### src/rtl/cci_test_csr_ctr_pkg.sv
// Shared constants and types for the CSR-mapped event counter bank.
package cci_test_csr_ctr_pkg;

  // Control word bit positions
  localparam int CTRL_SNAP     = 0;
  localparam int CTRL_CLR      = 1;
  localparam int CTRL_FRZ      = 2;
  localparam int CTRL_CLR_DROP = 3;

  // Status word field offsets
  localparam int STAT_FRZ      = 0;
  localparam int STAT_OVF      = 1;
  localparam int STAT_DROP     = 2;
  localparam int STAT_CTRW_LSB = 40;
  localparam int STAT_NCTR_LSB = 48;

  typedef struct packed {
    logic [8:0]  tid;
    logic [63:0] data;
  } t_csr_rsp;

  // Assemble the status word from its flag and geometry fields.
  function automatic logic [63:0] pack_status(input logic [15:0] num_ctrs,
                                              input logic [7:0]  ctr_width,
                                              input logic        drop,
                                              input logic        ovf,
                                              input logic        frz);
    logic [63:0] v;
    v = '0;
    v[STAT_NCTR_LSB +: 16] = num_ctrs;
    v[STAT_CTRW_LSB +: 8]  = ctr_width;
    v[STAT_DROP]           = drop;
    v[STAT_OVF]            = ovf;
    v[STAT_FRZ]            = frz;
    return v;
  endfunction

endpackage

### src/rtl/cci_test_csr_rsp_fifo.sv
// Small response FIFO for locally generated CSR read responses.
// Full/empty are registered; a push into a full FIFO is accepted only when
// a pop happens in the same cycle.
module cci_test_csr_rsp_fifo
  import cci_test_csr_ctr_pkg::*;
#(
  parameter int DEPTH = 4
) (
  input  logic     clk,
  input  logic     reset,
  input  logic     i_push,
  input  t_csr_rsp i_push_data,
  input  logic     i_pop,
  output t_csr_rsp o_head,
  output logic     o_full,
  output logic     o_empty
);

  localparam int AW = $clog2(DEPTH);

  t_csr_rsp        r_mem [DEPTH];
  logic [AW-1:0]   r_wr_ptr;
  logic [AW-1:0]   r_rd_ptr;
  logic [AW:0]     r_count;
  logic            r_full;
  logic            r_empty;

  logic            w_pop_ok;
  logic            w_push_ok;
  logic [AW:0]     w_count_nxt;

  assign w_pop_ok  = i_pop && !r_empty;
  assign w_push_ok = i_push && (!r_full || w_pop_ok);

  // Next occupancy from accepted push/pop
  always_comb begin
    w_count_nxt = r_count;
    if (w_push_ok && !w_pop_ok)
      w_count_nxt = r_count + (AW+1)'(1);
    else if (!w_push_ok && w_pop_ok)
      w_count_nxt = r_count - (AW+1)'(1);
  end

  // Pointer, occupancy and flag registers
  always_ff @(posedge clk) begin
    if (reset) begin
      r_wr_ptr <= '0;
      r_rd_ptr <= '0;
      r_count  <= '0;
      r_full   <= 1'b0;
      r_empty  <= 1'b1;
    end else begin
      if (w_push_ok) r_wr_ptr <= r_wr_ptr + AW'(1);
      if (w_pop_ok)  r_rd_ptr <= r_rd_ptr + AW'(1);
      r_count <= w_count_nxt;
      r_full  <= (w_count_nxt == (AW+1)'(DEPTH));
      r_empty <= (w_count_nxt == '0);
    end
  end

  // Storage write; contents need no reset since empty gates every read
  always_ff @(posedge clk) begin
    if (w_push_ok) r_mem[r_wr_ptr] <= i_push_data;
  end

  assign o_head  = r_mem[r_rd_ptr];
  assign o_full  = r_full;
  assign o_empty = r_empty;

endmodule

### src/rtl/cci_test_csr_ctr_bank.sv
// MMIO-mapped bank of event counters with snapshot/clear/freeze control.
// Local read responses are queued and merged behind the AFU's own read
// responses, which always take priority on the FIU side.
module cci_test_csr_ctr_bank
  import cci_test_csr_ctr_pkg::*;
#(
  parameter int NUM_CTRS       = 16,
  parameter int CTR_WIDTH      = 48,
  parameter int INC_WIDTH      = 3,
  parameter int BASE_CSR_IDX   = 64,
  parameter int RSP_FIFO_DEPTH = 4,
  parameter int SATURATE       = 0
) (
  input  logic                          clk,
  input  logic                          reset,
  input  logic                          mmio_rd_valid,
  input  logic                          mmio_wr_valid,
  input  logic [15:0]                   mmio_addr,
  input  logic [8:0]                    mmio_tid,
  input  logic [63:0]                   mmio_wr_data,
  input  logic [NUM_CTRS*INC_WIDTH-1:0] ctr_inc,
  input  logic                          afu_rd_rsp_valid,
  input  logic [8:0]                    afu_rd_rsp_tid,
  input  logic [63:0]                   afu_rd_rsp_data,
  output logic                          fiu_rd_rsp_valid,
  output logic [8:0]                    fiu_rd_rsp_tid,
  output logic [63:0]                   fiu_rd_rsp_data
);

  localparam int          OFF_W       = 8;
  localparam logic [14:0] LP_BASE_IDX = 15'(BASE_CSR_IDX);
  localparam logic [14:0] LP_LAST_IDX = 15'(BASE_CSR_IDX + NUM_CTRS);

  // Address decode
  logic [14:0]      w_csr_idx;
  logic             w_hit;
  logic [OFF_W-1:0] w_off;
  logic             w_ctrl_wr;
  logic             w_snap;
  logic             w_clr;
  logic             w_clr_drop;

  assign w_csr_idx  = mmio_addr[15:1];
  assign w_hit      = (w_csr_idx >= LP_BASE_IDX) && (w_csr_idx <= LP_LAST_IDX);
  assign w_off      = OFF_W'(w_csr_idx - LP_BASE_IDX);
  assign w_ctrl_wr  = mmio_wr_valid && w_hit && (w_csr_idx == LP_BASE_IDX);
  assign w_snap     = w_ctrl_wr && mmio_wr_data[CTRL_SNAP];
  assign w_clr      = w_ctrl_wr && mmio_wr_data[CTRL_CLR];
  assign w_clr_drop = w_ctrl_wr && mmio_wr_data[CTRL_CLR_DROP];

  // Address bit 0 and upper control bits carry no meaning here
  logic w_unused_ok;
  assign w_unused_ok = &{1'b0, mmio_addr[0], mmio_wr_data[63:4]};

  // Control/status flags
  logic r_frozen;
  logic r_ctr_ovf;
  logic r_rsp_drop;

  // Counter array
  logic [NUM_CTRS-1:0]                w_carry;
  logic [NUM_CTRS-1:0][CTR_WIDTH-1:0] w_shadow;

  for (genvar gi = 0; gi < NUM_CTRS; gi++) begin : g_ctr
    logic [CTR_WIDTH-1:0] r_live;
    logic [CTR_WIDTH-1:0] r_shadow;
    logic [CTR_WIDTH:0]   w_sum;
    logic [CTR_WIDTH-1:0] w_live_nxt;

    assign w_sum        = {1'b0, r_live} + (CTR_WIDTH+1)'(ctr_inc[gi*INC_WIDTH +: INC_WIDTH]);
    assign w_carry[gi]  = w_sum[CTR_WIDTH];
    assign w_shadow[gi] = r_shadow;

    if (SATURATE != 0) begin : g_sat
      assign w_live_nxt = w_sum[CTR_WIDTH] ? '1 : w_sum[CTR_WIDTH-1:0];
    end else begin : g_wrap
      assign w_live_nxt = w_sum[CTR_WIDTH-1:0];
    end

    // Snapshot captures the pre-clear, pre-increment value; clear beats increment
    always_ff @(posedge clk) begin
      if (reset) begin
        r_live   <= '0;
        r_shadow <= '0;
      end else begin
        if (w_snap) r_shadow <= r_live;
        if (w_clr)
          r_live <= '0;
        else if (!r_frozen)
          r_live <= w_live_nxt;
      end
    end
  end

  // Read request stage: decode registered one cycle after the request
  logic             r_rd_vld;
  logic [8:0]       r_rd_tid;
  logic [OFF_W-1:0] r_rd_off;

  // Capture decoded read requests; misses vanish here
  always_ff @(posedge clk) begin
    if (reset) begin
      r_rd_vld <= 1'b0;
      r_rd_tid <= '0;
      r_rd_off <= '0;
    end else begin
      r_rd_vld <= mmio_rd_valid && w_hit;
      r_rd_tid <= mmio_tid;
      r_rd_off <= w_off;
    end
  end

  // Read data mux: offset 0 is status, offset 1+i is shadow i
  logic [63:0] w_rd_data;
  always_comb begin
    w_rd_data = '0;
    if (r_rd_off == '0) begin
      w_rd_data = pack_status(16'(NUM_CTRS), 8'(CTR_WIDTH), r_rsp_drop, r_ctr_ovf, r_frozen);
    end else begin
      for (int i = 0; i < NUM_CTRS; i++) begin
        if (r_rd_off == OFF_W'(i + 1)) w_rd_data = 64'(w_shadow[i]);
      end
    end
  end

  // Response FIFO and merge
  t_csr_rsp w_push_rsp;
  t_csr_rsp w_head;
  logic     w_fifo_full;
  logic     w_fifo_empty;
  logic     w_pop;
  logic     w_drop;

  assign w_push_rsp.tid  = r_rd_tid;
  assign w_push_rsp.data = w_rd_data;
  assign w_pop           = !afu_rd_rsp_valid && !w_fifo_empty;
  assign w_drop          = r_rd_vld && w_fifo_full && !w_pop;

  cci_test_csr_rsp_fifo #(
    .DEPTH (RSP_FIFO_DEPTH)
  ) u_rsp_fifo (
    .clk         (clk),
    .reset       (reset),
    .i_push      (r_rd_vld),
    .i_push_data (w_push_rsp),
    .i_pop       (w_pop),
    .o_head      (w_head),
    .o_full      (w_fifo_full),
    .o_empty     (w_fifo_empty)
  );

  // Sticky flags and freeze control; a drop in the clearing cycle stays visible
  always_ff @(posedge clk) begin
    if (reset) begin
      r_frozen   <= 1'b0;
      r_ctr_ovf  <= 1'b0;
      r_rsp_drop <= 1'b0;
    end else begin
      if (w_ctrl_wr) r_frozen <= mmio_wr_data[CTRL_FRZ];
      if (w_clr)
        r_ctr_ovf <= 1'b0;
      else if (!r_frozen && |w_carry)
        r_ctr_ovf <= 1'b1;
      if (w_drop)
        r_rsp_drop <= 1'b1;
      else if (w_clr_drop)
        r_rsp_drop <= 1'b0;
    end
  end

  // Output register: AFU response wins, otherwise drain the FIFO head
  logic        r_fiu_vld;
  logic [8:0]  r_fiu_tid;
  logic [63:0] r_fiu_data;

  always_ff @(posedge clk) begin
    if (reset) begin
      r_fiu_vld  <= 1'b0;
      r_fiu_tid  <= '0;
      r_fiu_data <= '0;
    end else if (afu_rd_rsp_valid) begin
      r_fiu_vld  <= 1'b1;
      r_fiu_tid  <= afu_rd_rsp_tid;
      r_fiu_data <= afu_rd_rsp_data;
    end else if (!w_fifo_empty) begin
      r_fiu_vld  <= 1'b1;
      r_fiu_tid  <= w_head.tid;
      r_fiu_data <= w_head.data;
    end else begin
      r_fiu_vld  <= 1'b0;
    end
  end

  assign fiu_rd_rsp_valid = r_fiu_vld;
  assign fiu_rd_rsp_tid   = r_fiu_tid;
  assign fiu_rd_rsp_data  = r_fiu_data;

endmodule

### config.mk
export PLATFORM = sky130hd
export DESIGN_NAME = cci_test_csr_ctr_bank
export DESIGN_NICKNAME = d
export VERILOG_FILES = /design/src/rtl/cci_test_csr_ctr_pkg.sv /design/src/rtl/cci_test_csr_rsp_fifo.sv /design/src/rtl/cci_test_csr_ctr_bank.sv
export SDC_FILE = /design/constraint.sdc
export NUM_CORES = 2
export LEC_CHECK = 0
export CAP_MARGIN = 10
export CORE_MARGIN = 4
export CORE_UTILIZATION = 55
export CTS_BUF_LIST = sky130_fd_sc_hd__clkbuf_8 sky130_fd_sc_hd__clkbuf_16
export DETAILED_ROUTE_END_ITERATION = 7
export PLACE_DENSITY = 0.79
export SETUP_SLACK_MARGIN = 0.5
export SYNTH_ARGS = -nofsm -noshare
export SYNTH_HDL_FRONTEND = slang
export SYNTH_SLANG_ARGS = --single-unit
### constraint.sdc
create_clock -name clk -period 3.2 [get_ports clk]
set_input_delay 0.64 -clock clk [delete_from_list [all_inputs] [get_ports clk]]
set_output_delay 0.64 -clock clk [all_outputs]
set_load 0.05 [all_outputs]
==> flow_metrics.env <==
export IMPL_status="complete, no violations"
export IMPL_dp_worst_setup_slack_ns=-0.4918
export IMPL_place_detailed_hpwl_mm=198.9
export IMPL_min_path_cells=2
export IMPL_ctsHoldBuffers=0
export IMPL_drc=0
export IMPL_grt_usage=0.3532
export IMPL_irDropWorstVdd_mv=0.5258
export IMPL_cap_viol_max_count=0
export IMPL_rsz0062_at_grt="true"
export IMPL_power_frac_comb=0.091
export IMPL_portBuffers=227
export IMPL_clkPwrFrac=0.441
export IMPL_end_kind="flip-flop"
export IMPL_p_sw_frac=0.2444
export IMPL_layout_drive_gt1_share=0.1554
export IMPL_antenna_found_initial=11
export IMPL_drt_iter0_markers=8807
export IMPL_fp_dieH_um=390.4
export IMPL_synth_warnings=0
export IMPL_area_growth_pct=23.87
export IMPL_clkSlewWorstSetupHoldPaths_ns=0.06
export IMPL_firstDrtPassIters=7
export IMPL_grt_pass1_wl_mm=414.5
export IMPL_hp_class="in -> reg"
export IMPL_grt_max_degree=163
export IMPL_p_int_mw=39.37
export IMPL_reg2regPathDepth=11
export IMPL_critPathMaxStageDelay_ns=0.55
export IMPL_stdcell_count=12070
export IMPL_crit_chain="or4_4 -> buf_8 -> or4_4 -> buf_12 -> o21ai_4 -> o22ai_2 -> buf_6 -> o211ai_1 -> o2111ai_2 -> a211oi_2 -> buf_4"
export IMPL_fin_area_sq_um=99630
export IMPL_crit_fanout=8
export IMPL_fill_cells=10780
export IMPL_dieArea_sq_um=152400
export IMPL_place_gp_congestion=1.051
export IMPL_cts_buffer_depth=3
export IMPL_power_leakage_nw=35.21
export IMPL_synthCells=9338
export IMPL_arrival_ns=3.83
export IMPL_ys_flop_type="dfxtp_1"
export IMPL_hold_viol=0
export IMPL_synth_nets=9624
export IMPL_via_per_inst=6.069
export IMPL_cp_data_required_time_ns=3.88
export IMPL_synth_edf_count=232
export IMPL_overflow=0
export IMPL_fin_crit_ns=3.146
export IMPL_drt_total_wl_mm=280.5
export IMPL_p_per_area_nw_per_um2=523.0
export IMPL_multi_input_area_sq_um=39930
export IMPL_skew_ns=0.03254
export IMPL_die_w_um=390.4
export IMPL_post_place_cells=11580
export IMPL_worstMarginPinSlew_ns=0.9153
export IMPL_cts_tree="done"
export IMPL_synth_area_per_cell_sq_um=8.613
export IMPL_worst_path_max_delay_cell="or4_4"
export IMPL_root_buffer="clkbuf_16"
export IMPL_tns_ns=0
export IMPL_cts_buffers=188
export IMPL_grt_pass1_vias=68360
export IMPL_postRouteAntennaNets=0
export IMPL_max_freq_ghz=0.3179
export IMPL_finalMaxSlewViolations=0
export IMPL_pwr_share_seq=0.469
export IMPL_cp_start_kind="flip-flop"
export IMPL_fin_ws_ns=0.05433
export IMPL_placed_area_sq_um=89410
export IMPL_ys_async_sr_fraction=0
export IMPL_cts_max_level=4
export IMPL_period_share=0.9830
export IMPL_synth_distinct_cells=83
export IMPL_initial_utilization=0.5525
export IMPL_clkLatencyLatePin_ns=0.84
export IMPL_ys_ff_latch=1874
export IMPL_syn_area_sq_um=80430
export IMPL_switchingPower_mw=12.74
export IMPL_cp_common_cell="or4_4"
export IMPL_wl_per_cell_um=23.25
export IMPL_setup_viol=0
export IMPL_worstSetupPathType="reg -> reg"
export IMPL_core_sq_um=145600
export IMPL_cts_sinks=1874
export IMPL_regArea_sq_um=39870
export IMPL_rows=140
export IMPL_final_nets=10270
export IMPL_pin_count=289
export IMPL_slew_headroom=0.3898
export IMPL_yosysSeqAreaShare=0.4953
export IMPL_via_count=73230
## area by class of cell
class / count / area share
timing repair buffer: 1022 / 0.1046
sequential: 1874 / 0.4002
multi-input combinational: 6770 / 0.4008
tap: 1917 / 0.02408
inverter: 132 / 0.004973
clock inverter: 116 / 0.01110
antenna: 4 / 0.0001005
clock buffer: 232 / 0.05409
## Yosys cell counts, drive strengths merged, types with 39 or more instances
cell / instances / area, sq um
a21oi: 1090 / 5455
a221oi: 39 / 341.6
a22oi: 59 / 442.9
and2: 52 / 326.6
and3: 137 / 857.1
and4: 82 / 720.7
buf: 126 / 578.1
clkbuf: 436 / 1647
dfxtp: 1642 / 32870
edfxtp: 232 / 6967
ha: 55 / 688.2
inv: 129 / 484.2
mux2: 56 / 630.6
mux2i: 132 / 1321
mux4: 78 / 1757
nand2: 1868 / 7014
nand3: 289 / 1446
nand4: 200 / 1257
nor2: 1114 / 4182
nor2b: 67 / 419.2
nor3: 113 / 575.6
nor4: 44 / 330.3
o21ai: 227 / 1136
o22ai: 58 / 362.9
or3: 117 / 732.0
xnor2: 244 / 2137
xor2: 383 / 3354
## placed cells by master, fill, tap and decap left out, types with 38 or more instances in the layout
cell type / synthesis / final
ha_1: 55 / 54
mux2i_1: 132 / 125
clkbuf_16: 0 / 199
buf_4: 0 / 557
and4_1: 80 / 79
o21ai_0: 226 / 178
nand2_1: 1867 / 1848
and2_1: 48 / 38
buf_6: 0 / 88
xnor2_1: 244 / 244
a21oi_1: 1090 / 1061
dfxtp_1: 1642 / 1629
buf_12: 0 / 120
o22ai_1: 58 / 39
edfxtp_1: 232 / 232
nor2b_1: 67 / 55
nor2_1: 1114 / 1094
nor3_1: 111 / 96
inv_1: 129 / 171
mux2_2: 56 / 45
or3_1: 117 / 113
mux4_2: 78 / 78
xor2_1: 383 / 383
nand3_1: 289 / 280
and3_1: 137 / 134
nand4_1: 199 / 199
clkdlybuf4s50_1: 0 / 225
## layer usage
layer | wire, um | track usage | up-vias
met3 | 30370 | 0.08232 | 812
met4 | 19010 | 0.2087 | 6
met5 | 46 | 0 | -
li1 | - | - | 33300
met1 | 106600 | 0.4563 | 35310
met2 | 124500 | 0.5420 | 3803
## critical path: cells and delay by family, from the launching register on
kind / cells / cell delay, ns
and+or+nand+nor: 2 / 1.04
AOI/OAI and AO/OA: 5 / 0.93
buffers and inverters: 4 / 0.68
DFF: 1 / 0.32
## timing repair
action / 4_1_cts / 5_1_grt
hold endpoints to repair: 0 / 0
setup endpoints to repair: 216 / 1091
gates resized for setup: 271 / 300
setup buffers: 47 / 74
cloned: 5 / 5
pin swaps: 47 / 93
## through the flow
step           power [mW]  utilization  hold WS, ns
2_1_floorplan       27.50            -       0.4312
3_3_place_gp        29.03       0.6143       0.4383
3_5_place_dp        29.19       0.6143       0.4442
4_1_cts             51.94       0.6705       0.1569
5_1_grt             53.56       0.6843       0.1873
6_report            52.11       0.6844       0.1936
## power groups by stage
stage,registers [mW],logic [mW],clock network (mW)
global placement,24.9,4.12,0
CTS,24.4,4.49,23.0
detailed placement,24.9,4.26,0
floorplan,25.1,2.37,0
global route,24.5,5.01,24.1
finish,24.4,4.73,23.0
## kinds of logic after synthesis
| group | count (synthesis) | synth area share |
|---|---|---|
| adders and majority gates | 71 | 0.01254 |
| and+or+nand+nor | 4153 | 0.2292 |
| muxes | 266 | 0.04611 |
| AOI/OAI and AO/OA | 1653 | 0.1147 |
| buffers and inverters | 694 | 0.03382 |
| xor gates and xnor gates | 627 | 0.06828 |
| DFF | 1874 | 0.4953 |
## path summary, 6_finish.rpt
path,from,to,slack [ns]
hold / removal,reset,r_rd_off[6],0.19
setup / recovery,r_rd_off[5],u_rsp_fifo.r_mem[2][31],0.05
setup reg to reg,r_rd_off[5],u_rsp_fifo.r_mem[2][31],0.05
hold reg to reg,g_ctr[4].r_shadow[1],g_ctr[4].r_shadow[1],0.45
## flip-flops by register name, indices dropped and copies added (netlist names), 2 cells and up, named ones only
signal	flops
g_ctr.r_shadow	768
u_rsp_fifo.r_rd_ptr	2
u_rsp_fifo.r_count	3
r_rd_off	8
g_ctr.r_live	768
fiu_rd_rsp_tid	9
fiu_rd_rsp_data	64
r_rd_tid	9
u_rsp_fifo.r_wr_ptr	2
u_rsp_fifo.r_mem	232
(Power assumes the default switching activity.)
